[src/rtl/pwmin_capture.sv]
// PWM/direction input capture: measures high time and period of a synchronized
// PWM line and reports a signed duty value whose sign follows the direction line.
module pwmin_capture #(
    parameter int unsigned TIMEOUT  = 10000000,
    parameter int unsigned CNT_BITS = 32
) (
    input  logic                       clk,
    input  logic                       rst_n,
    input  logic                       enable,
    input  logic                       pwm,
    input  logic                       dir,
    output logic signed [CNT_BITS-1:0] duty,
    output logic        [CNT_BITS-1:0] width,
    output logic        [CNT_BITS-1:0] period,
    output logic                       valid,
    output logic                       timeout,
    output logic                       level
);

    localparam int unsigned W = CNT_BITS;

    typedef enum logic [1:0] {
        ST_IDLE = 2'd0,
        ST_HIGH = 2'd1,
        ST_LOW  = 2'd2
    } state_e;

    state_e         state_q,   state_d;
    logic           pwm_s1_q,  pwm_s1_d;
    logic           pwm_s2_q,  pwm_s2_d;
    logic           pwm_prv_q, pwm_prv_d;
    logic           dir_s1_q,  dir_s1_d;
    logic           dir_s2_q,  dir_s2_d;
    logic [W-1:0]   hi_cnt_q,  hi_cnt_d;
    logic [W-1:0]   per_cnt_q, per_cnt_d;
    logic [W-1:0]   width_l_q, width_l_d;
    logic           dir_l_q,   dir_l_d;
    logic [W-1:0]   duty_q,    duty_d;
    logic [W-1:0]   width_q,   width_d;
    logic [W-1:0]   period_q,  period_d;
    logic           valid_q,   valid_d;
    logic           timeout_q, timeout_d;

    logic           rise;
    logic           fall;
    logic           at_limit;

    // Next-state and output computation
    always_comb begin
        state_d   = state_q;
        hi_cnt_d  = hi_cnt_q;
        per_cnt_d = per_cnt_q;
        width_l_d = width_l_q;
        dir_l_d   = dir_l_q;
        duty_d    = duty_q;
        width_d   = width_q;
        period_d  = period_q;
        timeout_d = timeout_q;
        valid_d   = 1'b0;

        pwm_s1_d  = pwm;
        pwm_s2_d  = pwm_s1_q;
        pwm_prv_d = pwm_s2_q;
        dir_s1_d  = dir;
        dir_s2_d  = dir_s1_q;

        rise      = pwm_s2_q & ~pwm_prv_q;
        fall      = ~pwm_s2_q & pwm_prv_q;
        at_limit  = (per_cnt_q == W'(TIMEOUT));

        if (!enable) begin
            state_d   = ST_IDLE;
            hi_cnt_d  = '0;
            per_cnt_d = '0;
        end else begin
            case (state_q)
                ST_IDLE: begin
                    hi_cnt_d  = '0;
                    per_cnt_d = '0;
                    if (rise) begin
                        hi_cnt_d  = W'(1);
                        per_cnt_d = W'(1);
                        state_d   = ST_HIGH;
                    end
                end
                ST_HIGH: begin
                    if (at_limit) begin
                        duty_d    = '0;
                        width_d   = '0;
                        period_d  = '0;
                        timeout_d = 1'b1;
                        valid_d   = 1'b1;
                        hi_cnt_d  = '0;
                        per_cnt_d = '0;
                        state_d   = ST_IDLE;
                    end else begin
                        hi_cnt_d  = hi_cnt_q + W'(1);
                        per_cnt_d = per_cnt_q + W'(1);
                        if (fall) begin
                            width_l_d = hi_cnt_q;
                            dir_l_d   = dir_s2_q;
                            state_d   = ST_LOW;
                        end
                    end
                end
                ST_LOW: begin
                    // A rising edge on the limit cycle still completes the period
                    if (rise) begin
                        period_d  = per_cnt_q;
                        width_d   = width_l_q;
                        duty_d    = dir_l_q ? width_l_q : (W'(0) - width_l_q);
                        timeout_d = 1'b0;
                        valid_d   = 1'b1;
                        hi_cnt_d  = W'(1);
                        per_cnt_d = W'(1);
                        state_d   = ST_HIGH;
                    end else if (at_limit) begin
                        duty_d    = '0;
                        width_d   = '0;
                        period_d  = '0;
                        timeout_d = 1'b1;
                        valid_d   = 1'b1;
                        hi_cnt_d  = '0;
                        per_cnt_d = '0;
                        state_d   = ST_IDLE;
                    end else begin
                        per_cnt_d = per_cnt_q + W'(1);
                    end
                end
                default: begin
                    hi_cnt_d  = '0;
                    per_cnt_d = '0;
                    state_d   = ST_IDLE;
                end
            endcase
        end
    end

    // State and output registers
    always_ff @(posedge clk or negedge rst_n) begin
        if (!rst_n) begin
            state_q   <= ST_IDLE;
            pwm_s1_q  <= 1'b0;
            pwm_s2_q  <= 1'b0;
            pwm_prv_q <= 1'b0;
            dir_s1_q  <= 1'b0;
            dir_s2_q  <= 1'b0;
            hi_cnt_q  <= '0;
            per_cnt_q <= '0;
            width_l_q <= '0;
            dir_l_q   <= 1'b0;
            duty_q    <= '0;
            width_q   <= '0;
            period_q  <= '0;
            valid_q   <= 1'b0;
            timeout_q <= 1'b0;
        end else begin
            state_q   <= state_d;
            pwm_s1_q  <= pwm_s1_d;
            pwm_s2_q  <= pwm_s2_d;
            pwm_prv_q <= pwm_prv_d;
            dir_s1_q  <= dir_s1_d;
            dir_s2_q  <= dir_s2_d;
            hi_cnt_q  <= hi_cnt_d;
            per_cnt_q <= per_cnt_d;
            width_l_q <= width_l_d;
            dir_l_q   <= dir_l_d;
            duty_q    <= duty_d;
            width_q   <= width_d;
            period_q  <= period_d;
            valid_q   <= valid_d;
            timeout_q <= timeout_d;
        end
    end

    assign duty    = $signed(duty_q);
    assign width   = width_q;
    assign period  = period_q;
    assign valid   = valid_q;
    assign timeout = timeout_q;
    assign level   = pwm_s2_q;

endmodule

[config.mk]
export PLATFORM = sky130hd
export DESIGN_NAME = pwmin_capture
export DESIGN_NICKNAME = d
export VERILOG_FILES = /design/src/rtl/pwmin_capture.sv
export SDC_FILE = /design/constraint.sdc
export NUM_CORES = 1
export LEC_CHECK = 0
export ABC_AREA = 0
export CAP_MARGIN = 20
export CORE_MARGIN = 3
export CORE_UTILIZATION = 35
export CTS_CLUSTER_SIZE = 10
export DETAILED_ROUTE_END_ITERATION = 10
export PLACE_DENSITY = 0.64
export SYNTH_ARGS = -nofsm -noshare
export SYNTH_HDL_FRONTEND = slang
export SYNTH_SLANG_ARGS = --single-unit
[constraint.sdc]
create_clock -name clk -period 2.87 [get_ports clk]
set_clock_uncertainty 0.2 [all_clocks]
set_input_delay 0.861 -clock clk [delete_from_list [all_inputs] [get_ports clk]]
set_output_delay 0.861 -clock clk [all_outputs]
set_load 0.01 [all_outputs]
Word-level counts from Yosys, hierarchy flattened
Index checks and enable logic that the tools add are counted.
{ "word_totals": {"regBits": 202, "input_bits": 5, "out_inout_bits": 99, "word_cells": 68} }
{ "classes": {"n_addsub": 3, "eq_ne": 6, "mux": 34, "bitwise": 5, "n_reduce_logical": 5} }
{ "op_table": {"columns": ["operator", "n"], "rows": [
  ["$mux 32", 14],
  ["$pmux 32 s2", 3],
  ["$pmux 32 s3", 2],
  ["$add 32x1->32 const B", 2],
  ["$eq 32x24->1 const B", 1],
  ["$sub 1x32->32 const A", 1],
  ["$mux 2", 6],
  ["$ne 4x4->1 const B", 2],
  ["$mux 1", 6],
  ["$pmux 2 s3", 1],
  ["$pmux 1 s2", 2],
  ["$reduce_and 4->1", 1],
  ["$ne 3x3->1 const B", 1],
  ["$not 1->1", 3],
  ["$reduce_and 3->1", 1],
  ["$and 1x1->1", 2],
  ["$eq 2x1->1 const B", 1],
  ["$eq 2x2->1 const B", 1],
  ["$logic_not 2->1", 1],
  ["$reduce_and 2->1", 1],
  ["$reduce_bool 2->1", 1]
]} }

Logic depth before layout (Yosys ltp)
{ "depth": {"word_depth": 6, "depth_mapped": 11, "mapped_depth_nobuf": 8} }

Worst setup path before layout
No wires, ideal clock.
{ "synth_path": {"path_type": "register -> register", "start": "reg per_cnt_q[0]", "end": "reg width_q[10], in the netlist width[10]", "setup_time_ns": 0.121, "t_arrival_ns": 2.107, "t_required_ns": 2.549, "setup_slack_ns": 0.442, "path_stages_with_launch": 12, "path_buffers": 3, "period_less_slack_ns": 2.428, "cell_sequence": "dfrtp_1 inv_1 ha_1 nor4bb_1 nand4_1 or4_1 buf_2 nor2_4 nor2_2 buf_6 buf_6 a22o_1"} }
{ "synth_between": {"elab_chain_len": 4} }
{ "synth_lines": {"columns": ["item", "line_no", "text"], "rows": [
  ["start: declaration", "35", "logic [W-1:0] per_cnt_q, per_cnt_d;"],
  ["start signal: assignment", "165", "per_cnt_q <= per_cnt_d;"],
  ["$eq 32x24->1 (*)", "69", "at_limit = (per_cnt_q == W'(TIMEOUT));"],
  ["$mux 32 (*)", null, null],
  ["$mux 32", null, null],
  ["$pmux 32 s2 (*)", null, null],
  ["end signal: assignment", "169", "width_q <= width_d;"],
  ["end: declaration", "39", "logic [W-1:0] width_q, width_d;"]
]} }
Mark *: on every way between the ends. The rest lies on a longest branch, timed or not.
A chain may end at the register's enable or synchronous reset.

Final worst setup path
{ "layout_path": {"start": "reg per_cnt_q[0]", "end": "reg duty_q[5], in the netlist duty[5]"} }
{ "layout_between": {"elab_chain_len": 4} }
{ "layout_lines": {"columns": ["item", "line_no", "text"], "rows": [
  ["$eq 32x24->1 (*)", "69", null],
  ["$mux 32 (*)", null, null],
  ["$mux 32", null, null],
  ["$pmux 32 s2 (*)", null, null],
  ["end signal: assignment", "168", "duty_q <= duty_d;"],
  ["end: declaration", "38", "logic [W-1:0] duty_q, duty_d;"]
]} }
Marked as above.

==> results.md <==
- Largest area contributor in the netlist: dfrtp_1
- Final GP Congestion: between 0.8 and 0.9
- Worst Path Required: 3060 ps
- Crit path time final: approximately 2600 ps
- Mapped Nets: 811
- Setup Buffers After CTS: 0
- Post-DP HPWL: approximately 15000 um
- Diodes inserted: 0
- Vias in the first global route: 6469
- Synth Area per Inst: about 11 sq um
- Synth top area cells: dfrtp_1 56%, a22o_1 9.3%, xor2_1 5.8%, mux2_2 3.9%, nor2_1 3.8%
- Num CTS Buffers: 24
- CP startpoint: per_cnt_q[0]$_DFF_PN0_
- Synth Cell Area: 9000 sq um
- Period utilisation layout: approximately 92%
- Setup violations, final: 0
- H-tree level count: 1
- Max Root-Sink Buffers: 3
- Cell count after synthesis: about 800
- Chip width: 166 um
- Critical Path Source Type: flop
- Global-route wire length before repair: around 35000 um
- Worst-path fanout max: 30
- R2r endpoint: duty[5]$_DFFE_PN0P_
- Worst Tran Pin Value: 525 ps
- Async set or reset register ratio after synthesis: between 90% and 100%
- Port bufs: just over 100
- Power per cell area: roughly 600 nW/um^2
- Routed wire per std cell: roughly 17 um
- DR DRC count: 0
- Post-place setup slack: approximately 49 ps
- Hold Path Class: primary input to async pin
- Unrepaired setup endpoints after global routing: no
- Number of I/O pins: 104
- Antenna Violating Nets Remaining: 0
- Library cells used by synthesis: between 40 and 50
- R2R depth: 9
- Core Util, Final: 44.6%
- Max Clk Rate: ~0.38 GHz
- Worst setup path endpoint: duty[5]$_DFFE_PN0P_
- Total vias in the final route: 6491
- Setup crit end kind: flop
- Worst vdd ir: approximately 0.32 mV
- Reg2reg start: per_cnt_q[0]$_DFF_PN0_
- Initial drt markers: ~440
- Status: finished clean
- Fin nets: 925
- Slew headroom: about two thirds
- Syn-to-layout area delta: 25.1%
- Row cnt: a little under 60
- Vias per cell: 5.21
- Flop2flop setup slack: roughly 220 ps
- Clock-pin slew on the worst setup and hold paths: 60 ps
- Initial antenna violation count: 0
- Max-cap viol count: 0
- FILL cells: between 2000 and 2500
- Core Region: ~25000 sq um
- 1st-pass router iterations: 5
- Share of the synthesized area in the top cell type: between 50% and 60%
- CP arrival: around 2800 ps
- Number of synthesized flops with an enable pin: 0
- WS Path Type: flop to flop
- Clock latency on the worst-skew pair: around 500 ps
- Die Span Y: 166 um
- CTS Sinks: between 200 and 250
- Seq/Total Area, Yosys: between 50 and 60%
- Pwr Total: slightly below 0.007 W
- Yosys reg bits: 202
- Pin count of the biggest net entering global routing: 60
- Final hold vios: 0
- Routed WL: about 21000 um
- Post-CTS sizing: 0
- Total track usage: between 15 and 20%
- Main synth FF type: dfrtp_1
- Share of layout cells above drive strength 1: 10.5%
- TNS Setup: 0 ps
- Area of the die: 27700 sq um
- Post-route setup slack: roughly 220 ps
- Root Driver: clkbuf_16
- CTS tree: built
- Synth Warn #: 0
- Initial Utilization: a little over a third
- GRT overflow: 0
- Max Slew Vio Count: 0
- Post-CTS Hold Fix Bufs: 0
- Leakage: between 5 and 6 nW
report_power, final:
part | internal, W | switching (W) | leakage (nW) | total (W)
Sequential | 0.00292 | 0.0000534 | 2.80 | 0.00297
Combinational | 0.000502 | 0.000721 | 1.89 | 0.00122
Clock | 0.00153 | 0.00105 | 0.318 | 0.00258
Total | 0.00495 | 0.00182 | 5.01 | 0.00678
per-layer routing:
metal  share of wire (%)  up-vias  global-route usage, %
met5                   0        -                      0
met4                 2.0        0                   3.95
met3                 4.0       39                   2.14
met2                  47      120                   24.5
met1                  47     3244                   21.7
li1                    -     3088                      -
cell usage in the layout (no fill, tap or decap), drive strengths merged, types with 5 or more instances in the layout:
cell type and instances:
nand3 22, xnor2 24, a22o 96, and2 5, nand2b 5, nor4 14, nor3 20, mux2 31
clkdlybuf4s50 102, a31oi 6, o21ai 12, clkbuf 28, nand2 29, or3 6, and4 6, nor2b 5
buf 31, inv 25, xor2 60, nor2 92, dfrtp 202, and3 9, a21oi 25, nand4 27
ha 8
sequential cells by signal, summed over array words and instances (netlist names):
signal     flops
per_cnt_q     32
level          1
duty          32
valid          1
period        32
width         32
width_l_q     32
dir_s2_q       1
pwm_s1_q       1
timeout        1
pwm_prv_q      1
dir_s1_q       1
state_q        2
hi_cnt_q      32
dir_l_q        1
worst min path at each step:
stage                                  start  depth (start not counted)              endpoint  slack (ps)
after global routing                   rst_n                          1  width[9]$_DFFE_PN0P_         160
after floorplan           dir_s1_q$_DFF_PN0_                          0    dir_s2_q$_DFF_PN0_         130
final                                  rst_n                          1  width[9]$_DFFE_PN0P_         130
after CTS                              rst_n                          1  width[9]$_DFFE_PN0P_         150
after detailed placement  pwm_s1_q$_DFF_PN0_                          0       level$_DFF_PN0_         140
after global placement    pwm_s1_q$_DFF_PN0_                          0       level$_DFF_PN0_         130
cells in the mapped netlist (2+ instances only):
cell,instances
nand4b_1,2
a31oi_1,6
or3_1,6
and3_1,9
inv_1,25
and4b_1,2
nand2b_1,5
xor2_1,60
nand3_1,22
o211ai_1,2
nor4bb_1,2
nor2b_1,5
a22o_1,96
clkbuf_2,2
clkbuf_1,23
nor4_1,14
nor3_1,20
nor2_1,90
dfrtp_1,202
xnor2_1,24
and2_1,5
ha_1,8
or4_1,2
mux2_2,31
a21oi_1,25
o21ai_1,2
mux2i_1,3
nand4_1,27
nand2_1,29
buf_2,15
buf_6,5
o21ai_0,10
and4_1,6
worst max-delay path: stages, from the launching register on:
cell and delay (ps):
dfrtp_1 370, inv_1 60, ha_1 200, nor4bb_1 280, nand4_1 150, or4_1 570, nor2_4 190, nor2_4 90
buf_12 180, a22o_1 240
metrics by stage:
stage	hold slack (ps)	cell area, sq um	std cells
2_1_floorplan	131	9000	798
3_3_place_gp	132	10600	1216
3_5_place_dp	140	10600	1216
4_1_cts	151	11300	1245
5_1_grt	164	11300	1245
6_report	134	11300	1245
layout make-up:
class / instances / area [sq um] / area share, %
clock buffers: 27 / 633 / 5.62
clock inverters: 2 / 10.0 / 0.0889
inverters: 25 / 93.8 / 0.834
multi-input cells: 525 / 3630 / 32.3
flip-flops and latches: 202 / 5050 / 44.9
well taps: 330 / 413 / 3.67
repair buffers: 134 / 1420 / 12.6
logic make-up after synthesis:
kind of cell / synth area share, %
fa+ha+maj: 1.11
mux: 4.21
simple gates: 14.2
flops: 56.2
compound gates: 12.5
xor+xnor: 8.18
buf+inv: 3.61
(Power assumes the default switching activity.)
